### config.mk
export PLATFORM = sky130hd
export DESIGN_NAME = operand_fetch_stage_flat
export DESIGN_NICKNAME = d
export VERILOG_FILES = /design/src/rtl/operand_fetch_stage_pkg.sv /design/src/rtl/operand_fetch_stage_if.sv /design/src/rtl/operand_fetch_stage_scoreboard.sv /design/src/rtl/operand_fetch_stage.sv /design/src/flat_wrapper.sv
export SDC_FILE = /design/constraint.sdc
export NUM_CORES = 1
export LEC_CHECK = 0
export ABC_CLOCK_PERIOD_IN_PS = 4050
export BUFFER_PORTS_ARGS = -buffer_cell sky130_fd_sc_hd__clkbuf_2
export CAP_MARGIN = 20
export CELL_PAD_IN_SITES_DETAIL_PLACEMENT = 2
export CELL_PAD_IN_SITES_GLOBAL_PLACEMENT = 2
export CORE_MARGIN = 5
export CORE_UTILIZATION = 30
export CTS_BUF_LIST = sky130_fd_sc_hd__clkbuf_8
export DETAILED_ROUTE_END_ITERATION = 8
export PLACE_DENSITY_LB_ADDON = 0.1
export REMOVE_ABC_BUFFERS = 1
export SYNTH_ARGS = -nofsm -noshare
export SYNTH_HDL_FRONTEND = slang
export SYNTH_SLANG_ARGS = --single-unit
### constraint.sdc
create_clock -name clk -period 4.05 [get_ports clk]
set_input_delay 0.81 -clock clk [delete_from_list [all_inputs] [get_ports clk]]
set_output_delay 0.81 -clock clk [all_outputs]
set_load 0.03 [all_outputs]
### src/rtl/operand_fetch_stage_pkg.sv
`default_nettype none
//============================================================================
// Module : operand_fetch_stage_pkg
// Brief  : Shared widths, register-file constants and helpers for the
//          operand fetch stage and its busy scoreboard.
// Rev    : 1.0 - initial release
//============================================================================
package operand_fetch_stage_pkg;

    localparam int XLEN       = 64;
    localparam int REG_ADDR_W = 5;
    localparam int NUM_REGS   = 32;

    typedef logic [XLEN-1:0]       xlen_t;
    typedef logic [REG_ADDR_W-1:0] reg_addr_t;

    localparam reg_addr_t ZERO_REG = '0;

    // x0 is hardwired: never busy, always reads as zero.
    function automatic logic is_zero_reg(input reg_addr_t r);
        return (r == ZERO_REG);
    endfunction

endpackage
`default_nettype wire

### src/rtl/operand_fetch_stage_if.sv
`default_nettype none
//============================================================================
// Module : operand_fetch_stage_if
// Brief  : Decode input, register-file read/writeback, kill/flush and
//          execute-side output bundle of the operand fetch stage.
// Rev    : 1.0 - initial release
//============================================================================
interface operand_fetch_stage_if;
    import operand_fetch_stage_pkg::*;

    // decode side
    logic      in_valid;
    logic      in_ready;
    reg_addr_t in_rs1;
    reg_addr_t in_rs2;
    reg_addr_t in_rd;
    logic      in_rd_we;
    // register file read port
    reg_addr_t rf_raddr1;
    reg_addr_t rf_raddr2;
    xlen_t     rf_rdata1;
    xlen_t     rf_rdata2;
    // writeback / squash / flush
    logic      wb_valid;
    reg_addr_t wb_rd;
    xlen_t     wb_data;
    logic      kill_valid;
    reg_addr_t kill_rd;
    logic      flush;
    // execute side
    logic      out_valid;
    logic      out_ready;
    xlen_t     out_rs1_data;
    xlen_t     out_rs2_data;
    reg_addr_t out_rd;
    logic      out_rd_we;

    // view of the stage itself
    modport slave (
        input  in_valid, in_rs1, in_rs2, in_rd, in_rd_we,
        input  rf_rdata1, rf_rdata2,
        input  wb_valid, wb_rd, wb_data, kill_valid, kill_rd, flush,
        input  out_ready,
        output in_ready, rf_raddr1, rf_raddr2,
        output out_valid, out_rs1_data, out_rs2_data, out_rd, out_rd_we
    );

    // view of the surrounding pipeline / register file
    modport master (
        output in_valid, in_rs1, in_rs2, in_rd, in_rd_we,
        output rf_rdata1, rf_rdata2,
        output wb_valid, wb_rd, wb_data, kill_valid, kill_rd, flush,
        output out_ready,
        input  in_ready, rf_raddr1, rf_raddr2,
        input  out_valid, out_rs1_data, out_rs2_data, out_rd, out_rd_we
    );

endinterface
`default_nettype wire

### src/rtl/operand_fetch_stage_scoreboard.sv
`default_nettype none
//============================================================================
// Module : operand_scoreboard
// Brief  : One busy bit per architectural register. Set on issue of a
//          writer, cleared on writeback, kill or flush of the held writer.
//          Provides RAW (rs1/rs2) and WAW (rd) hazard lookups.
// Rev    : 1.0 - initial release
//============================================================================
module operand_scoreboard
    import operand_fetch_stage_pkg::*;
(
    input  logic      clk,
    input  logic      rst_n,
    input  logic      set_en_i,
    input  reg_addr_t set_rd_i,
    input  logic      wb_clr_en_i,
    input  reg_addr_t wb_clr_rd_i,
    input  logic      kill_clr_en_i,
    input  reg_addr_t kill_clr_rd_i,
    input  logic      flush_clr_en_i,
    input  reg_addr_t flush_clr_rd_i,
    input  reg_addr_t rs1_i,
    input  reg_addr_t rs2_i,
    input  reg_addr_t rd_i,
    input  logic      rd_we_i,
    output logic      rs1_hz_o,
    output logic      rs2_hz_o,
    output logic      waw_hz_o
);

    logic [NUM_REGS-1:0] busy_q;
    logic [NUM_REGS-1:0] busy_d;
    logic [NUM_REGS-1:0] pend_clr;

    // Registers retiring or squashed this cycle; they no longer block issue.
    always_comb begin
        pend_clr = '0;
        if (wb_clr_en_i)   pend_clr[wb_clr_rd_i]   = 1'b1;
        if (kill_clr_en_i) pend_clr[kill_clr_rd_i] = 1'b1;
        pend_clr[ZERO_REG] = 1'b0;
    end

    // Next busy vector: clears first, then the new writer's set wins.
    always_comb begin
        busy_d = busy_q & ~pend_clr;
        if (flush_clr_en_i && !is_zero_reg(flush_clr_rd_i))
            busy_d[flush_clr_rd_i] = 1'b0;
        if (set_en_i && !is_zero_reg(set_rd_i))
            busy_d[set_rd_i] = 1'b1;
    end

    // Busy vector storage.
    always_ff @(posedge clk or negedge rst_n) begin
        if (!rst_n) busy_q <= '0;
        else        busy_q <= busy_d;
    end

    // Hazard lookups; a register cleared this cycle is already free.
    always_comb begin
        rs1_hz_o = !is_zero_reg(rs1_i) && busy_q[rs1_i] && !pend_clr[rs1_i];
        rs2_hz_o = !is_zero_reg(rs2_i) && busy_q[rs2_i] && !pend_clr[rs2_i];
        waw_hz_o = rd_we_i && !is_zero_reg(rd_i) && busy_q[rd_i] && !pend_clr[rd_i];
    end

endmodule
`default_nettype wire

### src/rtl/operand_fetch_stage.sv
`default_nettype none
//============================================================================
// Module : operand_fetch_stage
// Brief  : Decode-to-execute boundary. Reads both sources from the register
//          file with same-cycle writeback bypass, stalls on RAW/WAW hazards
//          via the busy scoreboard and holds operands in a valid/ready
//          output register.
// Rev    : 1.0 - initial release
//============================================================================
module operand_fetch_stage
    import operand_fetch_stage_pkg::*;
(
    input  logic                 clk,
    input  logic                 rst_n,
    operand_fetch_stage_if.slave bus
);

    logic      rs1_hz;
    logic      rs2_hz;
    logic      waw_hz;
    logic      in_ready;
    logic      accept;
    logic      flush_clr;
    xlen_t     rs1_sel;
    xlen_t     rs2_sel;

    logic      out_valid_q;
    logic      out_valid_d;
    xlen_t     out_rs1_data_q;
    xlen_t     out_rs1_data_d;
    xlen_t     out_rs2_data_q;
    xlen_t     out_rs2_data_d;
    reg_addr_t out_rd_q;
    reg_addr_t out_rd_d;
    logic      out_rd_we_q;
    logic      out_rd_we_d;

    // The register file writes at the clock edge, so a same-cycle writeback
    // must be forwarded around its stale read data.
    function automatic xlen_t select_operand(
        input reg_addr_t rs,
        input xlen_t     rf_data,
        input logic      wb_valid,
        input reg_addr_t wb_rd,
        input xlen_t     wb_data
    );
        if (is_zero_reg(rs))               return '0;
        else if (wb_valid && (wb_rd == rs)) return wb_data;
        else                               return rf_data;
    endfunction

    operand_scoreboard u_scoreboard (
        .clk            (clk),
        .rst_n          (rst_n),
        .set_en_i       (accept && bus.in_rd_we),
        .set_rd_i       (bus.in_rd),
        .wb_clr_en_i    (bus.wb_valid),
        .wb_clr_rd_i    (bus.wb_rd),
        .kill_clr_en_i  (bus.kill_valid),
        .kill_clr_rd_i  (bus.kill_rd),
        .flush_clr_en_i (flush_clr),
        .flush_clr_rd_i (out_rd_q),
        .rs1_i          (bus.in_rs1),
        .rs2_i          (bus.in_rs2),
        .rd_i           (bus.in_rd),
        .rd_we_i        (bus.in_rd_we),
        .rs1_hz_o       (rs1_hz),
        .rs2_hz_o       (rs2_hz),
        .waw_hz_o       (waw_hz)
    );

    // Issue control and operand bypass selection.
    always_comb begin
        in_ready  = !bus.flush && !rs1_hz && !rs2_hz && !waw_hz &&
                    (!out_valid_q || bus.out_ready);
        accept    = bus.in_valid && in_ready;
        flush_clr = bus.flush && out_valid_q && out_rd_we_q;
        rs1_sel   = select_operand(bus.in_rs1, bus.rf_rdata1,
                                   bus.wb_valid, bus.wb_rd, bus.wb_data);
        rs2_sel   = select_operand(bus.in_rs2, bus.rf_rdata2,
                                   bus.wb_valid, bus.wb_rd, bus.wb_data);
    end

    // Output register next state: load on accept, drop valid on consume or
    // flush, otherwise hold every field.
    always_comb begin
        out_valid_d    = out_valid_q;
        out_rs1_data_d = out_rs1_data_q;
        out_rs2_data_d = out_rs2_data_q;
        out_rd_d       = out_rd_q;
        out_rd_we_d    = out_rd_we_q;
        if (accept) begin
            out_valid_d    = 1'b1;
            out_rs1_data_d = rs1_sel;
            out_rs2_data_d = rs2_sel;
            out_rd_d       = bus.in_rd;
            out_rd_we_d    = bus.in_rd_we;
        end else if (bus.flush || (out_valid_q && bus.out_ready)) begin
            out_valid_d    = 1'b0;
        end
    end

    // Output register storage.
    always_ff @(posedge clk or negedge rst_n) begin
        if (!rst_n) begin
            out_valid_q    <= 1'b0;
            out_rs1_data_q <= '0;
            out_rs2_data_q <= '0;
            out_rd_q       <= '0;
            out_rd_we_q    <= 1'b0;
        end else begin
            out_valid_q    <= out_valid_d;
            out_rs1_data_q <= out_rs1_data_d;
            out_rs2_data_q <= out_rs2_data_d;
            out_rd_q       <= out_rd_d;
            out_rd_we_q    <= out_rd_we_d;
        end
    end

    assign bus.in_ready     = in_ready;
    assign bus.rf_raddr1    = bus.in_rs1;
    assign bus.rf_raddr2    = bus.in_rs2;
    assign bus.out_valid    = out_valid_q;
    assign bus.out_rs1_data = out_rs1_data_q;
    assign bus.out_rs2_data = out_rs2_data_q;
    assign bus.out_rd       = out_rd_q;
    assign bus.out_rd_we    = out_rd_we_q;

endmodule
`default_nettype wire
### src/flat_wrapper.sv
// flat-port wrapper written by rule: the top's interface ports become plain ports
module operand_fetch_stage_flat import operand_fetch_stage_pkg::*;
  (clk, rst_n, bus_in_valid, bus_in_rs1, bus_in_rs2, bus_in_rd, bus_in_rd_we, bus_rf_rdata1, bus_rf_rdata2, bus_wb_valid, bus_wb_rd, bus_wb_data, bus_kill_valid, bus_kill_rd, bus_flush, bus_out_ready, bus_in_ready, bus_rf_raddr1, bus_rf_raddr2, bus_out_valid, bus_out_rs1_data, bus_out_rs2_data, bus_out_rd, bus_out_rd_we);
  operand_fetch_stage_if bus_i ();
  input  logic clk;
  input  logic rst_n;
  input wire logic [$bits(bus_i.in_valid)-1:0] bus_in_valid;
  input wire logic [$bits(bus_i.in_rs1)-1:0] bus_in_rs1;
  input wire logic [$bits(bus_i.in_rs2)-1:0] bus_in_rs2;
  input wire logic [$bits(bus_i.in_rd)-1:0] bus_in_rd;
  input wire logic [$bits(bus_i.in_rd_we)-1:0] bus_in_rd_we;
  input wire logic [$bits(bus_i.rf_rdata1)-1:0] bus_rf_rdata1;
  input wire logic [$bits(bus_i.rf_rdata2)-1:0] bus_rf_rdata2;
  input wire logic [$bits(bus_i.wb_valid)-1:0] bus_wb_valid;
  input wire logic [$bits(bus_i.wb_rd)-1:0] bus_wb_rd;
  input wire logic [$bits(bus_i.wb_data)-1:0] bus_wb_data;
  input wire logic [$bits(bus_i.kill_valid)-1:0] bus_kill_valid;
  input wire logic [$bits(bus_i.kill_rd)-1:0] bus_kill_rd;
  input wire logic [$bits(bus_i.flush)-1:0] bus_flush;
  input wire logic [$bits(bus_i.out_ready)-1:0] bus_out_ready;
  output wire logic [$bits(bus_i.in_ready)-1:0] bus_in_ready;
  output wire logic [$bits(bus_i.rf_raddr1)-1:0] bus_rf_raddr1;
  output wire logic [$bits(bus_i.rf_raddr2)-1:0] bus_rf_raddr2;
  output wire logic [$bits(bus_i.out_valid)-1:0] bus_out_valid;
  output wire logic [$bits(bus_i.out_rs1_data)-1:0] bus_out_rs1_data;
  output wire logic [$bits(bus_i.out_rs2_data)-1:0] bus_out_rs2_data;
  output wire logic [$bits(bus_i.out_rd)-1:0] bus_out_rd;
  output wire logic [$bits(bus_i.out_rd_we)-1:0] bus_out_rd_we;
  assign bus_i.in_valid = bus_in_valid;
  assign bus_i.in_rs1 = bus_in_rs1;
  assign bus_i.in_rs2 = bus_in_rs2;
  assign bus_i.in_rd = bus_in_rd;
  assign bus_i.in_rd_we = bus_in_rd_we;
  assign bus_i.rf_rdata1 = bus_rf_rdata1;
  assign bus_i.rf_rdata2 = bus_rf_rdata2;
  assign bus_i.wb_valid = bus_wb_valid;
  assign bus_i.wb_rd = bus_wb_rd;
  assign bus_i.wb_data = bus_wb_data;
  assign bus_i.kill_valid = bus_kill_valid;
  assign bus_i.kill_rd = bus_kill_rd;
  assign bus_i.flush = bus_flush;
  assign bus_i.out_ready = bus_out_ready;
  assign bus_in_ready = bus_i.in_ready;
  assign bus_rf_raddr1 = bus_i.rf_raddr1;
  assign bus_rf_raddr2 = bus_i.rf_raddr2;
  assign bus_out_valid = bus_i.out_valid;
  assign bus_out_rs1_data = bus_i.out_rs1_data;
  assign bus_out_rs2_data = bus_i.out_rs2_data;
  assign bus_out_rd = bus_i.out_rd;
  assign bus_out_rd_we = bus_i.out_rd_we;
  operand_fetch_stage u_core (.clk(clk), .rst_n(rst_n), .bus(bus_i));
endmodule
==> out/qor.yml <==
power_and_ir_drop:
  power.density_nw_per_um2: 392
  seqPwrFrac: 0.403
  switching_share: 0.432
  clockPowerShare: 0.211
  p_sw_w: 0.00243
  pwr-share-comb: 0.386
  peakVddDrop_mv: 0.186
  cellLeakagePower_nw: 6.52
  power.internal_w: 0.00319
  p_total_w: 0.00562
logic_synthesis:
  ys_seq_area_frac: 0.381
  yosysWarningCount: 0
  syn_area_um2: 11000
  ys_seq_elements: 167
  synth_edf_count: 0
  synth_area_per_cell_um2: 8.72
  yosysTopAreaCellShare: 0.381
  ys_types: 62
  synth.largest_area_cell: "dfrtp_1"
  synth-main-ff-cell: "dfrtp_1"
  synthCells: 1259
  synthArstFlopShare: 1.00
  synth_area_leaders: "dfrtp_1, nand2_1, mux2_1"
clocking:
  cts_buffers: 17
  clk-insertion-delay-late_ps: 500
  htree_levels: 4
  cts_buffer_depth: 2
  clkSinkCount: 167
  cts_tree: "yes"
  cts_root_buf: "clkbuf_8"
  clkTransAtPathRegs_ps: 110
  postCtsHoldBufs: 0
sta:
  worst_pin_slew_ps: 915
  fin_tns_setup_ps: 0
  hold_slack_ps: 292
  skew_ps: 19.3
  relSlewSlack: 0.390
  min_period_ps: 4000
  max_freq_mhz: 250
  finalHoldViolations: 0
  setup_violations: 0
  report.final.slew_viol_count: 0
  min_period_over_period: 0.987
routing:
  vias_per_cell: 5.41
  vias: 11500
  routedWlPerCell_um: 24.9
  drtPass1Iterations: 5
  drt_iter0_drc: 570
  ant_nets: 0
  routed_wl_um: 53000
  drc: 0
layout:
  fill_cells: 4128
  design_area_um2: 14300
  regArea_um2: 4180
  layout-drive-gt1-share: 0.357
  nets: 1867
  final_cells: 2130
  area_delta_synth_final_pct: 30.5
  multi_input_area_um2: 6350
die:
  dieArea_um2: 40500
  io_pins: 371
  std_cell_rows: 70
  fp.coreArea_um2: 36300
  initial_utilization: 0.302
  dieHeight_um: 201
  die_x_um: 201
worst_setup_path:
  critPathKind: "in2out"
  worstSetupEndpointType: "output pin"
  cp.required_ps: 3240
  arrival_ps: 3190
  crit_slowest_cell: "mux4_2"
  start_kind: "input port"
  crit_path_max_incr_delay_ps: 480
  cp_max_fo: 3
  cp_cell_sequence: "buf_6 > nand4b_1 > buf_4 > o22a_1 > mux4_2 > mux2_4 > nor3b_2 > o2111ai_2 > nor3_2 > buf_4"
  cpMostUsedCell: "buf_4"
global_route:
  antenna_found_initial: 10
  grt_use_total: 0.254
  grt_pass1_wl_um: 79900
  grt_max_degree: 65
  grt-ovfl-total: 0
  grt_pass1_vias: 12400
placement:
  post-dp-hpwl_um: 40100
  dpl_cell_area_um2: 13800
  place_congestion: 0.886
  dp.cells: 2088
  io_buffers: 370
status:
  outcome: "completed"
hold_path:
  hp-class: "in2async"
job:
  drv_cap: 0
==> cell type report <==
class / count / area share
Clock buffer: 17 / 0.0163
Tap cell: 468 / 0.0409
Timing Repair Buffer: 476 / 0.196
Sequential cell: 167 / 0.292
Inverter: 7 / 0.00184
Clock inverter: 15 / 0.00865
Antenna cell: 7 / 0.00122
Multi-Input combinational cell: 973 / 0.443
==> synth_stat cells, types with 7 or more instances <==
cell type / instances
mux2_1: 100
nand2_1: 320
o22a_1: 7
buf_1: 9
clkbuf_1: 68
a21oi_1: 135
dfrtp_1: 167
o21ai_0: 27
nand4_1: 11
buf_2: 11
mux2i_1: 28
mux2_2: 37
nand3_1: 54
mux4_2: 19
nor2_1: 32
nor2b_1: 11
nand2b_1: 16
nor3b_1: 8
o22ai_1: 18
nor4_1: 10
nor3_1: 17
o21ai_1: 9
a22oi_1: 28
xor2_1: 8
inv_1: 7
buf_4: 23
==> layout by cell type, fill, tap and decap left out, types with 4 or more instances in the layout <==
cell type	netlist	routed
buf_4	23	96
a21oi_1	135	135
nor3b_1	8	7
mux4_2	19	19
diode_2	0	7
buf_12	0	11
clkbuf_2	0	367
inv_1	7	8
a31oi_1	4	4
xor2_1	8	8
or2_2	4	4
nand3b_1	6	6
a22oi_2	0	9
nor4b_1	4	4
nand2_1	320	320
o21ai_1	9	9
a22oi_1	28	19
and4b_1	4	4
inv_6	0	4
o22a_1	7	7
o21ai_0	27	27
xnor2_1	4	4
dfrtp_1	167	167
mux2_1	100	100
nor4_1	10	8
clkbuf_8	0	17
nand3_1	54	52
nand4_1	11	11
o22ai_1	18	18
mux2i_1	28	28
nor4bb_1	6	6
nor2b_1	11	9
nor2_1	32	32
nand2b_1	16	16
mux2_2	37	36
and2_1	3	4
nor3_1	17	15
==> critical path, delay by kind of cell <==
kind,cells,cell delay [ps]
mux,2,780
buf+inv,3,480
compound gates,2,450
simple gates,3,660
==> power groups by stage <==
stage / clock network, W / logic, W / registers [W]
6_report: 0.00118 / 0.00217 / 0.00227
3_5_place_dp: 0 / 0.00218 / 0.00230
5_1_grt: 0.00129 / 0.00231 / 0.00231
4_1_cts: 0.00123 / 0.00219 / 0.00227
2_1_floorplan: 0 / 0.000601 / 0.00288
3_3_place_gp: 0 / 0.00214 / 0.00228
==> final timing paths <==
kind                                           startpoint                             to  slack (ps)  cells after the start
min                                                 rst_n    u_core.bus.out_rs2_data[20]         290                      1
max                                        bus_kill_rd[2]                   bus_in_ready          50                     10
max reg2reg                u_core.u_scoreboard.busy_q[30]    u_core.bus.out_rs1_data[16]         620                     12
min in group clk            u_core.u_scoreboard.busy_q[0]  u_core.u_scoreboard.busy_q[0]         440                      0
max in group asynchronous                           rst_n    u_core.bus.out_rs1_data[46]        2830                      2
min reg2reg                 u_core.u_scoreboard.busy_q[0]  u_core.u_scoreboard.busy_q[0]         440                      0
==> through the flow <==
step / util / worst slack (ps)
after floorplan: - / -10430
after global placement: 0.381 / -148
after detailed placement: 0.381 / -224
after CTS: 0.392 / 8.58
after global routing: 0.394 / -11.5
final: 0.394 / 53.2
==> what timing repair did <==
item	CTS	global route
pin swaps	4	5
endpoints found under the hold margin	0	0
resized for setup	9	12
gates cloned	0	0
setup endpoints to repair	1	1
buffers inserted	2	2
==> sequential cells by signal (all words and copies together), names as in the netlist <==
signal / flops
u_core.bus.out_rd: 5
u_core.bus.out_rd_we: 1
u_core.bus.out_rs1_data: 64
u_core.bus.out_rs2_data: 64
u_core.bus.out_valid: 1
u_core.u_scoreboard.busy_q: 32
==> cell families after synthesis <==
group,share of synthesized area
buffers and inverters,0.0505
DFF,0.381
and+or+nand+nor,0.215
xor gates and xnor gates,0.00958
muxes,0.205
AOI/OAI and AO/OA,0.139
==> routing by layer <==
metal / GRT usage / part of all wire
met4: 0.0764 / 0.026
met3: 0.0548 / 0.055
met5: 0 / 0.00077
met2: 0.436 / 0.49
met1: 0.323 / 0.43
Note: power is estimated with default switching activity, not from simulation.
